==> src/rtl/charlieplex_pkg.sv <==
// Shared types and LED-index helpers for the charlieplex scan controller.
// led_pair is meant for elaboration-time use (constant arguments only).
package charlieplex_pkg;

    typedef enum logic {
        S_BLANK = 1'b0,
        S_DRIVE = 1'b1
    } state_t;

    typedef struct packed {
        logic [7:0] anode;
        logic [7:0] cathode;
    } led_pair_t;

    function automatic int led_count(input int pins);
        return pins * (pins - 1);
    endfunction

    // LED k lights anode k/(pins-1); the cathode index skips over the anode pin.
    function automatic led_pair_t led_pair(input int k, input int pins);
        int a;
        int r;
        led_pair_t p;
        a = k / (pins - 1);
        r = k % (pins - 1);
        p.anode   = 8'(a);
        p.cathode = 8'((r < a) ? r : r + 1);
        return p;
    endfunction

endpackage

==> src/rtl/charlieplex_tick_gen.sv <==
// PWM tick prescaler: one-cycle tick every DIV cycles, restarted by clr.
module charlieplex_tick_gen #(
    parameter int DIV = 48
) (
    input  logic CLK,
    input  logic rst_n,
    input  logic clr,
    output logic tick
);

    localparam int CW = (DIV > 1) ? $clog2(DIV) : 1;
    localparam logic [CW-1:0] CNT_LAST = CW'(DIV - 1);

    logic [CW-1:0] cnt;

    always_ff @(posedge CLK) begin
        if (!rst_n || clr || cnt == CNT_LAST)
            cnt <= '0;
        else
            cnt <= cnt + CW'(1);
    end

    assign tick = (cnt == CNT_LAST) && !clr;

endmodule

==> src/rtl/charlieplex_scan_ctrl.sv <==
// Charlieplex scan controller: double-buffered brightness frame, per-LED PWM slots
// separated by all-hi-Z blanking, buffer swap aligned to frame boundaries.
module charlieplex_scan_ctrl
    import charlieplex_pkg::*;
#(
    parameter int CLOCK_FREQ_MHz = 12,
    parameter int TICK_US        = 4,
    parameter int PINS           = 3,
    parameter int PWM_BITS       = 4,
    parameter int BLANK_CYCLES   = 2,
    localparam int LEDS          = led_count(PINS),
    localparam int AW            = $clog2(LEDS)
) (
    input  logic                CLK,
    input  logic                rst_n,
    input  logic                wr_valid,
    output logic                wr_ready,
    input  logic [AW-1:0]       wr_addr,
    input  logic [PWM_BITS-1:0] wr_level,
    input  logic                swap_req,
    output logic                swap_ack,
    output logic                frame_start,
    output logic [PINS-1:0]     pin_oe,
    output logic [PINS-1:0]     pin_out
);

    localparam int DIV = CLOCK_FREQ_MHz * TICK_US;
    localparam int BW  = (BLANK_CYCLES > 1) ? $clog2(BLANK_CYCLES) : 1;
    localparam logic [BW-1:0]       BLANK_LAST = BW'(BLANK_CYCLES - 1);
    localparam logic [PWM_BITS-1:0] TICK_LAST  = '1;
    localparam logic [AW-1:0]       K_LAST     = AW'(LEDS - 1);
    localparam logic [AW:0]         ADDR_LIM   = (AW + 1)'(LEDS);

    state_t              state, state_d;
    logic [BW-1:0]       bcnt, bcnt_d;
    logic [PWM_BITS-1:0] tcnt, tcnt_d;
    logic [AW-1:0]       k, k_d;
    logic                sel, pend, pend_d;
    logic                tick, slot_end, swap_d, wr_en;
    logic [PWM_BITS-1:0] lvl;
    logic [PINS-1:0]     oe_d, out_d;
    logic                fs_d, ready_d;

    logic [PWM_BITS-1:0] buf_a [LEDS];
    logic [PWM_BITS-1:0] buf_b [LEDS];
    logic [PINS-1:0]     oe_mask [LEDS];
    logic [PINS-1:0]     an_mask [LEDS];

    for (genvar g = 0; g < LEDS; g++) begin : g_map
        localparam led_pair_t P = led_pair(g, PINS);
        assign an_mask[g] = PINS'(1) << P.anode;
        assign oe_mask[g] = (PINS'(1) << P.anode) | (PINS'(1) << P.cathode);
    end

    charlieplex_tick_gen #(
        .DIV (DIV)
    ) u_tick (
        .CLK   (CLK),
        .rst_n (rst_n),
        .clr   (state == S_BLANK),
        .tick  (tick)
    );

    always_ff @(posedge CLK) begin
        if (!rst_n) begin
            state       <= S_BLANK;
            bcnt        <= '0;
            tcnt        <= '0;
            k           <= '0;
            sel         <= 1'b0;
            pend        <= 1'b0;
            pin_oe      <= '0;
            pin_out     <= '0;
            frame_start <= 1'b0;
            swap_ack    <= 1'b0;
            wr_ready    <= 1'b1;
        end else begin
            state       <= state_d;
            bcnt        <= bcnt_d;
            tcnt        <= tcnt_d;
            k           <= k_d;
            sel         <= sel ^ swap_d;
            pend        <= pend_d;
            pin_oe      <= oe_d;
            pin_out     <= out_d;
            frame_start <= fs_d;
            swap_ack    <= swap_d;
            wr_ready    <= ready_d;
        end
    end

    always_comb begin
        state_d  = state;
        bcnt_d   = bcnt;
        tcnt_d   = tcnt;
        k_d      = k;
        slot_end = 1'b0;
        case (state)
            S_BLANK: begin
                if (bcnt == BLANK_LAST) begin
                    state_d = S_DRIVE;
                    bcnt_d  = '0;
                    tcnt_d  = '0;
                end else begin
                    bcnt_d = bcnt + BW'(1);
                end
            end
            S_DRIVE: begin
                if (tick) begin
                    if (tcnt == TICK_LAST) begin
                        slot_end = 1'b1;
                        state_d  = S_BLANK;
                        tcnt_d   = '0;
                        k_d      = (k == K_LAST) ? '0 : k + AW'(1);
                    end else begin
                        tcnt_d = tcnt + PWM_BITS'(1);
                    end
                end
            end
            default: state_d = S_BLANK;
        endcase
    end

    // Outputs are registered from current state, so the pins trail the FSM by one cycle.
    always_comb begin
        lvl   = sel ? buf_b[k] : buf_a[k];
        oe_d  = '0;
        out_d = '0;
        if (state == S_DRIVE && tcnt < lvl) begin
            oe_d  = oe_mask[k];
            out_d = an_mask[k];
        end
        fs_d    = (state == S_BLANK) && (bcnt == '0) && (k == '0);
        swap_d  = slot_end && (k == K_LAST) && pend;
        pend_d  = swap_d ? 1'b0 : (pend | swap_req);
        ready_d = !(pend_d || swap_d);
        wr_en   = wr_valid && wr_ready && ({1'b0, wr_addr} < ADDR_LIM);
    end

    // sel=0: buf_a is front, buf_b is back. A swap refreshes the new back from the new front.
    always_ff @(posedge CLK) begin
        if (!rst_n) begin
            for (int i = 0; i < LEDS; i++) begin
                buf_a[i] <= '0;
                buf_b[i] <= '0;
            end
        end else if (swap_d) begin
            for (int i = 0; i < LEDS; i++) begin
                if (sel)
                    buf_b[i] <= buf_a[i];
                else
                    buf_a[i] <= buf_b[i];
            end
        end else if (wr_en) begin
            if (sel)
                buf_a[wr_addr] <= wr_level;
            else
                buf_b[wr_addr] <= wr_level;
        end
    end

endmodule

==> config.mk <==
export PLATFORM = sky130hd
export DESIGN_NAME = charlieplex_scan_ctrl
export DESIGN_NICKNAME = d
export VERILOG_FILES = /design/src/rtl/charlieplex_pkg.sv /design/src/rtl/charlieplex_tick_gen.sv /design/src/rtl/charlieplex_scan_ctrl.sv
export SDC_FILE = /design/constraint.sdc
export NUM_CORES = 1
export LEC_CHECK = 0
export BUFFER_PORTS_ARGS = -buffer_cell sky130_fd_sc_hd__buf_2
export CORE_ASPECT_RATIO = 1.5
export CORE_MARGIN = 2
export CORE_UTILIZATION = 53
export DETAILED_ROUTE_END_ITERATION = 10
export GPL_TIMING_DRIVEN = 0
export PLACE_DENSITY = 0.7
export SETUP_SLACK_MARGIN = 0.15
export SYNTH_ARGS = -nofsm -noshare
export SYNTH_HDL_FRONTEND = slang
export SYNTH_SLANG_ARGS = --single-unit
==> constraint.sdc <==
create_clock -name CLK -period 6.3 [get_ports CLK]
set_input_delay 1.26 -clock CLK [delete_from_list [all_inputs] [get_ports CLK]]
set_output_delay 1.26 -clock CLK [all_outputs]
set_load 0.02 [all_outputs]
==> Word level (Yosys, flattened, before mapping) <==
Memory sizes are Yosys's and may differ from the RTL's. A register that Yosys moved wholly into a read port is not among the register bits.
Cells that the tools add are included.
{ "word_totals": {"regBits": 20, "ramBits": 48, "rom_bits": 48, "input_bits": 11, "output_inout_bits": 9, "n_memories": 4} }
{ "memory_table": {"columns": ["name", "words", "width", "rd", "rd_ports_with_merged_regs", "wr", "line_no", "source"], "rows": [
  ["(name not given)", 8, 3, 1, 1, 0, "charlieplex_scan_ctrl.sv:131", "out_d = an_mask[k];"],
  ["(name not given)", 8, 3, 1, 1, 0, "charlieplex_scan_ctrl.sv:130", "oe_d = oe_mask[k];"],
  ["buf_a", 6, 4, 7, 1, 6, "charlieplex_scan_ctrl.sv:44", "logic [PWM_BITS-1:0] buf_a [LEDS];"],
  ["buf_b", 6, 4, 7, 1, 6, "charlieplex_scan_ctrl.sv:45", "logic [PWM_BITS-1:0] buf_b [LEDS];"]
]} }
{ "op_classes": {"n_addsub": 4, "n_lt_le_gt_ge": 2, "n_eq_ne": 5, "n_mux": 54, "n_bitwise": 17, "n_reduce_logical": 21} }
{ "ops": {"columns": ["cell", "n"], "rows": [
  ["4-bit 2-to-1 mux", 18],
  ["1-bit 2-to-1 mux", 27],
  ["3-bit 2-to-1 mux", 7],
  ["1-bit OR", 13],
  ["1-bit logical AND", 8],
  ["4-bit one-hot mux with 2 select lines", 1],
  ["4-bit OR reduction", 2],
  ["6-bit by 1-bit adder with 6-bit output (second input constant)", 1],
  ["6-bit == test (second input constant)", 1],
  ["4-bit by 1-bit adder with 4-bit output (second input constant)", 1],
  ["4-bit == test (second input constant)", 1],
  ["1-bit logical NOT", 4],
  ["4-bit < comparator", 1],
  ["3-bit NOT with 4-bit output", 1],
  ["2-bit AND reduction", 2],
  ["3-bit by 1-bit adder with 3-bit output (second input constant)", 1],
  ["3-bit == test (second input constant)", 1],
  ["3-bit logical NOT", 1],
  ["1-bit logical OR", 3],
  ["3-bit < comparator (second input constant)", 1],
  ["3-bit AND reduction", 1],
  ["2-bit by 1-bit inequality test with 1-bit output (second input constant)", 1],
  ["2-bit inequality test (second input constant)", 1],
  ["1-bit NOT", 2],
  ["3 further kinds", 3]
]} }

==> Longest topological paths before layout <==
Gate-level depths: netlist of the first run.
{ "depth": {"word_depth": 11, "ltp_mapped": 10, "mapped_depth_nobuf": 8} }

==> Modules after synthesis <==
From an unflattened synthesis of the first run, not the netlist that was laid out.
{ "unflattened": {"hier_cells": 378, "area_unflattened_um2": 4715.8} }
{ "by_module_without_submodules": {"columns": ["module", "n_inst", "cells_each", "area_per_inst_um2", "seq_area_each_um2"], "rows": [
  ["charlieplex_scan_ctrl", 1, 352, 4465.5, 2382.3],
  ["charlieplex_tick_gen", 1, 26, 250.2, 120.1]
]} }

==> Worst setup path after synthesis of the first run <==
OpenSTA, ideal clock, no wires.
{ "synth_path": {"path_kind": "input to register", "startpoint": "in rst_n", "endpoint": "mem buf_b[2][0], enable pin", "setup_time_ps": 311, "arrival_ps": 2386, "path_slack_ps": 3603, "path_stages": 4, "path_cell_list": "nand3_1 clkbuf_1 nor4_1 nand2b_1"} }
{ "synth_rtl": {"columns": ["element", "line_no", "source"], "rows": [
  ["start: declaration", "charlieplex_scan_ctrl.sv:15", "input logic rst_n,"],
  ["end: declaration", "charlieplex_scan_ctrl.sv:45", null]
]} }

==> results of run 1 <==
## layer usage
layer,share of wire,GRT usage,vias to the layer above
met5,0,0,-
met4,0.027,0.0976,0
met3,0.060,0.0510,18
met2,0.54,0.428,133
met1,0.37,0.271,1439
li1,-,-,1317
## metrics by stage
stage,worst slack (ns),total power [mW],utilization,hold slack [ns]
2_1_floorplan,3.60,0.748,-,0.418
3_3_place_gp,2.82,0.774,0.580,0.432
3_5_place_dp,2.83,0.777,0.580,0.445
4_1_cts,3.14,1.31,0.618,0.456
5_1_grt,3.04,1.35,0.618,0.501
6_report,3.12,1.30,0.618,0.455
## final cells by class
type,instances,area (µm²),share of cell area
Sequential cell,93,2500,0.509
Clock buffer,11,275,0.0559
Inverter,7,26.3,0.00534
Tap cell,105,131,0.0267
Timing Repair Buffer,19,95.1,0.0193
Buffer,22,116,0.0236
Multi-Input combinational cell,208,1750,0.355
Clock inverter,5,28.8,0.00585
## critical path, cell delays in order
cell	delay, ns
buf_2	0.14
nand3_1	0.15
clkbuf_1	0.29
nor4_1	1.00
nand2b_1	0.35
## synthesized netlist by cell type (5+ instances only)
cell	number	area (µm²)
nor4_1	5	31.3
nor2_1	24	90.1
clkbuf_1	10	37.5
or2_2	5	31.3
buf_2	6	30.0
a21oi_1	6	30.0
nor4_2	7	87.6
ha_1	5	62.6
edfxtp_1	64	1920
nand2b_1	21	131
inv_1	7	26.3
a22o_1	48	420
mux4_2	18	405
dfxtp_1	29	581
nand2_1	7	26.3
## worst paths after layout
| check | from | endpoint | cells after the start |
|---|---|---|---|
| worst max-delay path | rst_n | buf_b[2][3] | 5 |
| worst min-delay path | u_tick.cnt[0] | u_tick.cnt[0] | 1 |
| worst max register to register | register | pin_oe[0] | 10 |
| worst min register to register | u_tick.cnt[0] | u_tick.cnt[0] | 1 |
## where the power goes
part	switching (mW)	internal, mW
Sequential	0.0131	0.680
Combinational	0.0479	0.0230
Clock	0.226	0.314
Total	0.287	1.02
## state kept, by name (all words and copies together) (netlist names), named ones only
signal / count
buf_a: 32
buf_b: 32
u_tick.cnt: 6
tcnt: 4
k: 3
pin_oe: 3
pin_out: 3
bcnt: 1
frame_start: 1
pend: 1
sel: 1
state: 1
swap_ack: 1
wr_ready: 1
## cell families after synthesis
family,share of synthesized area
other,0.000865
buffers and inverters,0.0329
AND/OR/NAND/NOR,0.125
multiplexers,0.106
XOR/XNOR,0.0162
AO/OA/AOI/OAI,0.127
flip-flops,0.577
adder cells (fa/ha/maj),0.0144
==> flow_summary_export.csv, run 1 <==
group,metric,value,unit
floorplanning,start_util,0.545,
place,placed_area,0.00462,mm²
worst_setup_path,startpoint_type,"input pin",
timing,hold_violations,0,
route,vias,2907,
final_layout,fin_nets,376,
final_layout,stdcell_count,470,
route,routed_wl,9820,µm
place,place_hpwl,7240,µm
final_layout,drive_gt1_frac,0.227,
floorplanning,io-pin-count,20,
cts,cts_resized,0,
synthesis,syn-cell-area,0.00433,mm²
global_routing,grt_pass1_wl,15500,µm
cts,cts_tree,"built",
worst_setup_path,ff2ff_setup_slack,3.13,ns
timing,rsz0062_at_grt,"false",
final_layout,layout_commonest_cell,"edfxtp_1",
timing,setup_viol,0,
cts,cts.reportedPaths.clkPinSlew,0.07,ns
final_layout,fillers,631,
global_routing,antenna_found_initial,0,
timing,period_needed,3.18,ns
timing,fin_setup_tns,0,ns
synthesis,async_flop_share,0,
synthesis,ys_dominant_reg_cell,"edfxtp_1",
timing,clock.fmax,315,MHz
timing,drv_slew,0,
run,maxCapViolations,0,
timing,post-route-period-util,0.504,
global_routing,grt_max_degree,16,
final_layout,final_cell_mix,"edfxtp_1 (64), a22o_1 (48), dfxtp_1 (29), buf_2 (25), nor2_1 (24)",
route,drt_iter0_markers,198,
synthesis,synth-seq-area-share,0.577,
worst_setup_path,arrival,3.20,ns
route,routed_via_density,6.19,
final_layout,antennaDiodeCount,0,
timing,worst_pin_slew,1.12,ns
synthesis,synth_cell_type_count,45,
synthesis,synthCells,315,
floorplanning,num_rows,40,
cts,htree_levels,3,
worst_setup_path,critPathMaxFanout,10,
final_layout,fin_area,0.00492,mm²
synthesis,syn_avg_cell_area,13.8,µm²
cts,clockBufferDepth,2,
synthesis,synth_edf_count,64,
cts,insertion_delay,0.34,ns
power_and_ir_drop,ir_drop,0.000143,V
worst_setup_path,worstPathRequired,6.32,ns
worst_hold_path,hold_path_class,"reg2reg",
global_routing,grt_pass1_vias,2845,
timing,max-slew-margin-rel,0.249,
cts,clkSinkCount,93,
route,drt_pre_antenna_iters,4,
power_and_ir_drop,power_density,265,mW/mm²
route,detail_route.wl_per_cell,20.9,µm
cts,numCtsBuffers,9,
worst_setup_path,end_kind,"register",
status,status,"finished, final reports clean",
synthesis,synth-seq-cells,93,
cts,post-cts-setup-buffer-count,0,
synthesis,ys_warn_count,0,
place,gp_congestion,0.868,
route,drc,0,
place,dpl.cell_count,454,
cts,root_buffer,"clkbuf_16",
route,ant_nets,0,
floorplanning,die-area,0.00893,mm²
final_layout,synthToLayoutAreaGrowth,13.5,%
worst_setup_path,critPathKind,"in2reg",
place,port_buffers,19,
floorplanning,coreArea,0.00796,mm²
timing,skew,0.00964,ns
global_routing,overflow,0,
power_and_ir_drop,leakagePower,1.81,nW
floorplanning,die_w,77.8,µm
global_routing,groute.usage.overall,0.237,
floorplanning,die_h,115,µm
cts,ctsHoldBuffers,0,
(Power assumes the default switching activity.)
==> run 2: changes to the inputs <==
- ABC_AREA: unset -> 1
- PLACE_DENSITY: 0.7 -> 0.73
- clock period: 6.3 -> 2.6 ns (I/O delays scaled with it)
==> run 2 against run 1 <==
Effect of this change:
- flip-flop and latch count unchanged
- largest power group unchanged
- routed wire length is 16% higher
- clock-buffer cell count is the same
==> flow_summary_export.csv, run 2 <==
group,metric,value,unit
synthesis,ys_warn_count,0,
synthesis,synth_xor_area_frac,0,
timing,max-slew-margin-rel,0.557,
synthesis,yosysTopAreaCell,"edfxtp_1",
worst_setup_path,critPathKind,"reg2reg",
final_layout,drive_gt1_frac,0.132,
power_and_ir_drop,leakagePower,1.99,nW
timing,drv_slew,0,
route,drc,0,
worst_setup_path,end_kind,"register",
synthesis,syn_avg_cell_area,9.22,µm²
route,drt_pre_antenna_iters,6,
floorplanning,coreArea,0.00796,mm²
route,drt_iter0_markers,394,
synthesis,synth_cell_type_count,33,
floorplanning,start_util,0.542,
floorplanning,die_h,115,µm
cts,insertion_delay,0.34,ns
floorplanning,io-pin-count,20,
global_routing,grt_pass1_vias,3593,
timing,period_needed,2.32,ns
cts,post-cts-setup-buffer-count,0,
power_and_ir_drop,ir_drop,0.000414,V
synthesis,synth-seq-cells,93,
timing,setup_ws,0.282,ns
synthesis,syn-cell-area,0.00431,mm²
cts,cts_tree,"built",
timing,worst_pin_slew,0.660,ns
worst_setup_path,arrival,2.36,ns
worst_setup_path,path_delay_family,"simple AND/OR/NAND/NOR gates",
global_routing,antenna_found_initial,0,
place,place_hpwl,8610,µm
timing,skew,0.00407,ns
synthesis,yosys.area_share.simple,0.175,
cts,root_buffer,"clkbuf_16",
worst_setup_path,critPathBufInv,0,
floorplanning,die-area,0.00889,mm²
synthesis,synthCells,468,
synthesis,ys_dominant_reg_cell,"edfxtp_1",
timing,hold_violations,0,
synthesis,synth_fa_ha_area_frac,0.0145,
synthesis,synthMuxAreaShare,0,
synthesis,async_flop_share,0,
final_layout,fillers,691,
cts,clockBufferDepth,2,
final_layout,antennaDiodeCount,0,
route,routed_wl,11400,µm
global_routing,groute.usage.overall,0.272,
worst_setup_path,crit_chain,"ha_1 > nand4_1 > nor2_2 > nand2_2 > nor2_4 > nand2_4 > nand2_1 > nor2_2 > nand2_1 > nand2_1",
route,detail_route.wl_per_cell,18.4,µm
final_layout,synthToLayoutAreaGrowth,16.3,%
final_layout,final_cell_mix,"nand2_1 (70), edfxtp_1 (64), inv_1 (58), o21ai_0 (47), nand3_1 (45)",
synthesis,synth_edf_count,64,
worst_hold_path,hold_path_class,"in2reg",
cts,cts.reportedPaths.clkPinSlew,0.06,ns
place,gp_congestion,0.972,
power_and_ir_drop,power.total,3.23,mW
worst_setup_path,cpPeakStageDelay,0.38,ns
cts,htree_levels,3,
place,pre_cts_slack,-0.520,ns
floorplanning,die_w,77.7,µm
route,vias,3638,
route,routed_via_density,5.85,
worst_setup_path,startpoint_type,"register",
timing,hold_ws,0.395,ns
final_layout,fin_nets,528,
worst_setup_path,worstPathRequired,2.64,ns
status,status,"finished, final reports clean",
cts,numCtsBuffers,9,
place,placed_area,0.00459,mm²
synthesis,synth-seq-area-share,0.580,
synthesis,synth_top_family_by_area,"simple AND/OR/NAND/NOR gates",
synthesis,synthTopCellsByCount,"nand2_1 (72), edfxtp_1 (64), inv_1 (59)",
timing,setup_viol,0,
timing,clock.fmax,431,MHz
final_layout,reg_top3,"buf_a (32), buf_b (32), u_tick.cnt (6)",
synthesis,synth.top_cell.area_share,0.445,
floorplanning,num_rows,40,
global_routing,grt_max_degree,17,
cts,ctsHoldBuffers,0,
worst_setup_path,critPathMaxFanout,6,
global_routing,grt_pass1_wl,18000,µm
route,ant_nets,0,
synthesis,synth_compound_area_frac,0.153,
run,maxCapViolations,0,
final_layout,fin_area,0.00502,mm²
synthesis,synth_area_leaders,"edfxtp_1 (45%), dfxtp_1 (13%), nand2_1 (6.3%)",
timing,post-route-period-util,0.891,
worst_setup_path,cpMostUsedCell,"nand2_1",
global_routing,overflow,0,
synthesis,yosysMostFrequentCell,"nand2_1",
power_and_ir_drop,power_density,643,mW/mm²
timing,rsz0062_at_grt,"true",
cts,clkSinkCount,93,
worst_setup_path,slowest_stage,"dfxtp_1",
final_layout,layout_commonest_cell,"nand2_1",
place,port_buffers,18,
run 2: cell count changes in the layout (fill, tap and decap cells not counted), moves of 21 or more:
cell	delta
o21ai_0	+46
o22ai_1	+29
a22o_1	-48
nand2b_1	-21
nand3_1	+41
nand2_1	+63
inv_1	+51
run 2: path summary, 6_finish.rpt:
check	cells past startpoint	slack (ns)	from	endpoint
max reg2reg	10	0.28	u_tick.cnt[0]	buf_a[0][3]
min reg2reg	1	0.45	k[1]	pin_out[0]
min	2	0.40	swap_req	wr_ready
max	10	0.28	u_tick.cnt[0]	buf_a[0][3]
run 2: per-layer routing:
metal  global-route usage  wire length, µm
met4                0.201              692
met1                0.298             4330
met3               0.0371              580
met2                0.475             5820
met5                    0                0
run 2: kinds of logic (layout without fill, tap and decap cells):
logic type | Yosys count | after routing
fa+ha+maj | 5 | 5
flops | 93 | 93
buf+inv | 83 | 117
other cells | 1 | 16
simple gates | 167 | 167
compound gates | 119 | 119
run 2: metrics by stage:
| step | instances | setup TNS (ns) | util |
|---|---|---|---|
| after floorplan | 483 | 0 | - |
| after global placement | 606 | -2.91 | 0.577 |
| after detailed placement | 606 | -3.03 | 0.577 |
| after CTS | 622 | 0 | 0.625 |
| after global routing | 622 | 0 | 0.631 |
| final | 622 | 0 | 0.631 |
run 2: where the power goes:
part | switching, mW | total [mW] | internal (mW)
Clock | 0.557 | 1.37 | 0.813
Combinational | 0.131 | 0.179 | 0.0473
Sequential | 0.0312 | 1.68 | 1.65
run 2: layout make-up:
cell class                      instances  area (µm²)  area share
Tap cell                              105         131      0.0262
Sequential cell                        93        2500       0.499
Multi-Input combinational cell        307        1600       0.318
Timing Repair Buffer                   18        90.1      0.0180
Clock buffer                           11         254      0.0506
Clock inverter                          5        62.6      0.0125
Inverter                               63         240      0.0479
Buffer                                 20         139      0.0277
run 2: what timing repair did:
action | 4_1_cts | 5_1_grt
pin swaps | 2 | 5
resized for setup | 20 | 24
setup endpoints to repair | 6 | 42
==> run 3: changes to the inputs <==
- BUFFER_PORTS_ARGS: -buffer_cell sky130_fd_sc_hd__buf_2 -> unset
- DONT_BUFFER_PORTS: unset -> 1
- PLACE_DENSITY: 0.73 -> 0.71
==> run 3 against run 2 <==
Effect of this change:
- critical path depth grew 2
- final cell count down 2.1%
- design area is 1.4% lower
- power decreased by 4.8%
- clock power down 9%
- critical path type unchanged
==> flow_summary_export.csv, run 3 (synthesis results as in run 2) <==
group,metric,value,unit
worst_setup_path,crit_chain,"buf_8 > buf_8 > buf_8 > o21ai_0 > o21ai_1 > o221ai_1 > nand2_1 > inv_1 > ha_1 > a2111oi_4 > nand2_2 > nor2_1",
timing,setup_viol,0,
worst_hold_path,worstHoldStart,"wr_level[0]",
route,routed_wl,11000,µm
worst_setup_path,arrival,2.60,ns
power_and_ir_drop,p_int,2.35,mW
final_layout,fin_nets,515,
place,gp_congestion,0.994,
floorplanning,io-pin-count,20,
power_and_ir_drop,switching_share,0.236,
final_layout,antennaDiodeCount,0,
worst_hold_path,min_to,"buf_b[7][0]",
worst_setup_path,rr_endpoint,"pin_out[2]",
timing,worst_pin_slew,0.696,ns
timing,skew,0.00862,ns
power_and_ir_drop,leakagePower,1.92,nW
power_and_ir_drop,p_seq_frac,0.548,
floorplanning,coreArea,0.00796,mm²
timing,post-route-period-util,0.891,
worst_hold_path,min_path_cells,0,
worst_setup_path,cpPeakStageDelay,0.43,ns
final_layout,layout_commonest_cell,"nand2_1",
route,drc,0,
timing,hold_violations,0,
worst_setup_path,r2r_cells,12,
worst_setup_path,critPathMaxFanout,10,
floorplanning,start_util,0.542,
place,pre_cts_slack,-0.616,ns
worst_setup_path,worstPathRequired,2.88,ns
worst_setup_path,cpMostUsedCell,"buf_8",
route,vias,3563,
final_layout,final_cell_mix,"nand2_1 (70), edfxtp_1 (64), inv_1 (58), o21ai_0 (45), nand3_1 (45)",
floorplanning,die_h,115,µm
worst_setup_path,slowest_stage,"a2111oi_4",
route,ant_nets,0,
power_and_ir_drop,power_switching,0.725,mW
floorplanning,num_rows,40,
timing,drv_slew,0,
global_routing,grt_util_met3,0.0386,
floorplanning,die_w,77.7,µm
status,status,"finished, final reports clean",
worst_setup_path,end_kind,"register",
global_routing,grt_max_degree,18,
timing,setup_ws,0.282,ns
cts,htree_levels,3,
place,port_buffers,0,
timing,clock.fmax,431,MHz
cts,clkSinkCount,93,
cts,insertion_delay,0.35,ns
worst_setup_path,ff2ff_setup_slack,0.28,ns
global_routing,grt.met1_usage,0.292,
worst_setup_path,critPathKind,"reg2reg",
global_routing,grt_pass1_wl,16900,µm
timing,max-slew-margin-rel,0.533,
global_routing,antenna_found_initial,0,
timing,rsz0062_at_grt,"false",
floorplanning,die-area,0.00889,mm²
route,routed_via_density,5.85,
worst_hold_path,hold_path_class,"in2reg",
place,place_hpwl,8180,µm
cts,clockBufferDepth,2,
global_routing,overflow,0,
place,dpl.cell_count,588,
final_layout,fin_util,0.622,
power_and_ir_drop,power_density,621,mW/mm²
cts,root_buffer,"clkbuf_16",
power_and_ir_drop,combPwrFrac,0.048,
worst_setup_path,path_delay_family,"compound AO/OA/AOI/OAI gates",
final_layout,reg_top3,"buf_a (32), buf_b (32), u_tick.cnt (6)",
power_and_ir_drop,ir_drop,0.000664,V
global_routing,groute.usage.overall,0.256,
power_and_ir_drop,power.share.clock,0.404,
final_layout,drive_gt1_frac,0.103,
worst_setup_path,startpoint_type,"register",
worst_setup_path,critPathBufInv,4,
route,drt_iter0_markers,464,
global_routing,globalRouteMet2Util,0.436,
cts,cts.reportedPaths.clkPinSlew,0.07,ns
run,maxCapViolations,0,
final_layout,synthToLayoutAreaGrowth,14.7,%
route,drt_pre_antenna_iters,5,
cts,cts_tree,"built",
global_routing,grt_pass1_vias,3351,
timing,hold_ws,0.268,ns
global_routing,grt_most_used_layer,"met2",
route,detail_route.wl_per_cell,18.0,µm
cts,numCtsBuffers,9,
timing,period_needed,2.32,ns
final_layout,stdcell_count,609,
==> run 3: changes by cell type in the layout (fill, tap and decap cells not counted), sizes merged <==
cell,delta
clkinvlp,+2
buf,-15
bufinv,-1
clkinv,+1
==> run 3: routing by layer <==
metal	share of wire	vias to the layer above	wire length [µm]
met3	0.057	46	625
met2	0.51	181	5560
met4	0.062	0	677
li1	-	1680	-
met5	0	-	0
met1	0.37	1656	4110
==> run 3: layout make-up <==
cell class | count | area (µm²)
Fill cell | 675 | 3010
Inverter | 63 | 240
Clock inverter | 7 | 58.8
Timing Repair Buffer | 5 | 55.1
Buffer | 20 | 154
Tap cell | 105 | 131
Multi-Input combinational cell | 307 | 1580
Sequential cell | 93 | 2500
Clock buffer | 9 | 225
==> run 3: what timing repair did <==
item,4_1_cts,5_1_grt
hold buffers,0,0
setup buffers,0,4
resized for setup,20,22
endpoints found under the setup margin,10,30
gates cloned,0,1
endpoints found under the hold margin,0,0
pin swaps,2,7
==> run 3: worst max-delay path by stage <==
stage / depth (start not counted) / slack [ns] / to
CTS: 9 / 0.13 / buf_b[1][2]
global placement: 12 / -0.57 / pin_out[2]
finish: 12 / 0.28 / pin_out[2]
detailed placement: 12 / -0.62 / pin_out[2]
global route: 12 / 0.15 / pin_oe[2]
floorplan: 13 / 0.21 / pin_oe[0]
==> run 3: worst reg2reg max path: stages, from the launching register on <==
cell	delay [ns]
dfxtp_1	0.34
buf_8	0.14
buf_8	0.13
buf_8	0.13
o21ai_0	0.11
o21ai_1	0.22
o221ai_1	0.14
nand2_1	0.11
inv_1	0.05
ha_1	0.20
a2111oi_4	0.43
nand2_2	0.13
nor2_1	0.12
==> run 3: per-stage QoR <==
| step | setup TNS, ns | power [mW] | area (µm²) |
|---|---|---|---|
| 6_report | 0 | 3.07 | 4950 |
| 5_1_grt | 0 | 3.15 | 4950 |
| 4_1_cts | 0 | 3.08 | 4850 |
| 3_5_place_dp | -3.44 | 1.85 | 4500 |
| 3_3_place_gp | -3.20 | 1.85 | 4500 |
| 2_1_floorplan | 0 | 1.81 | 4370 |
==> run 3: power groups by stage <==
| stage | Sequential, mW | Combinational, mW | Clock, mW |
|---|---|---|---|
| 6_report | 1.69 | 0.148 | 1.24 |
| 5_1_grt | 1.69 | 0.164 | 1.30 |
| 4_1_cts | 1.69 | 0.143 | 1.25 |
| 3_5_place_dp | 1.72 | 0.137 | 0 |
| 3_3_place_gp | 1.72 | 0.134 | 0 |
| 2_1_floorplan | 1.71 | 0.0987 | 0 |
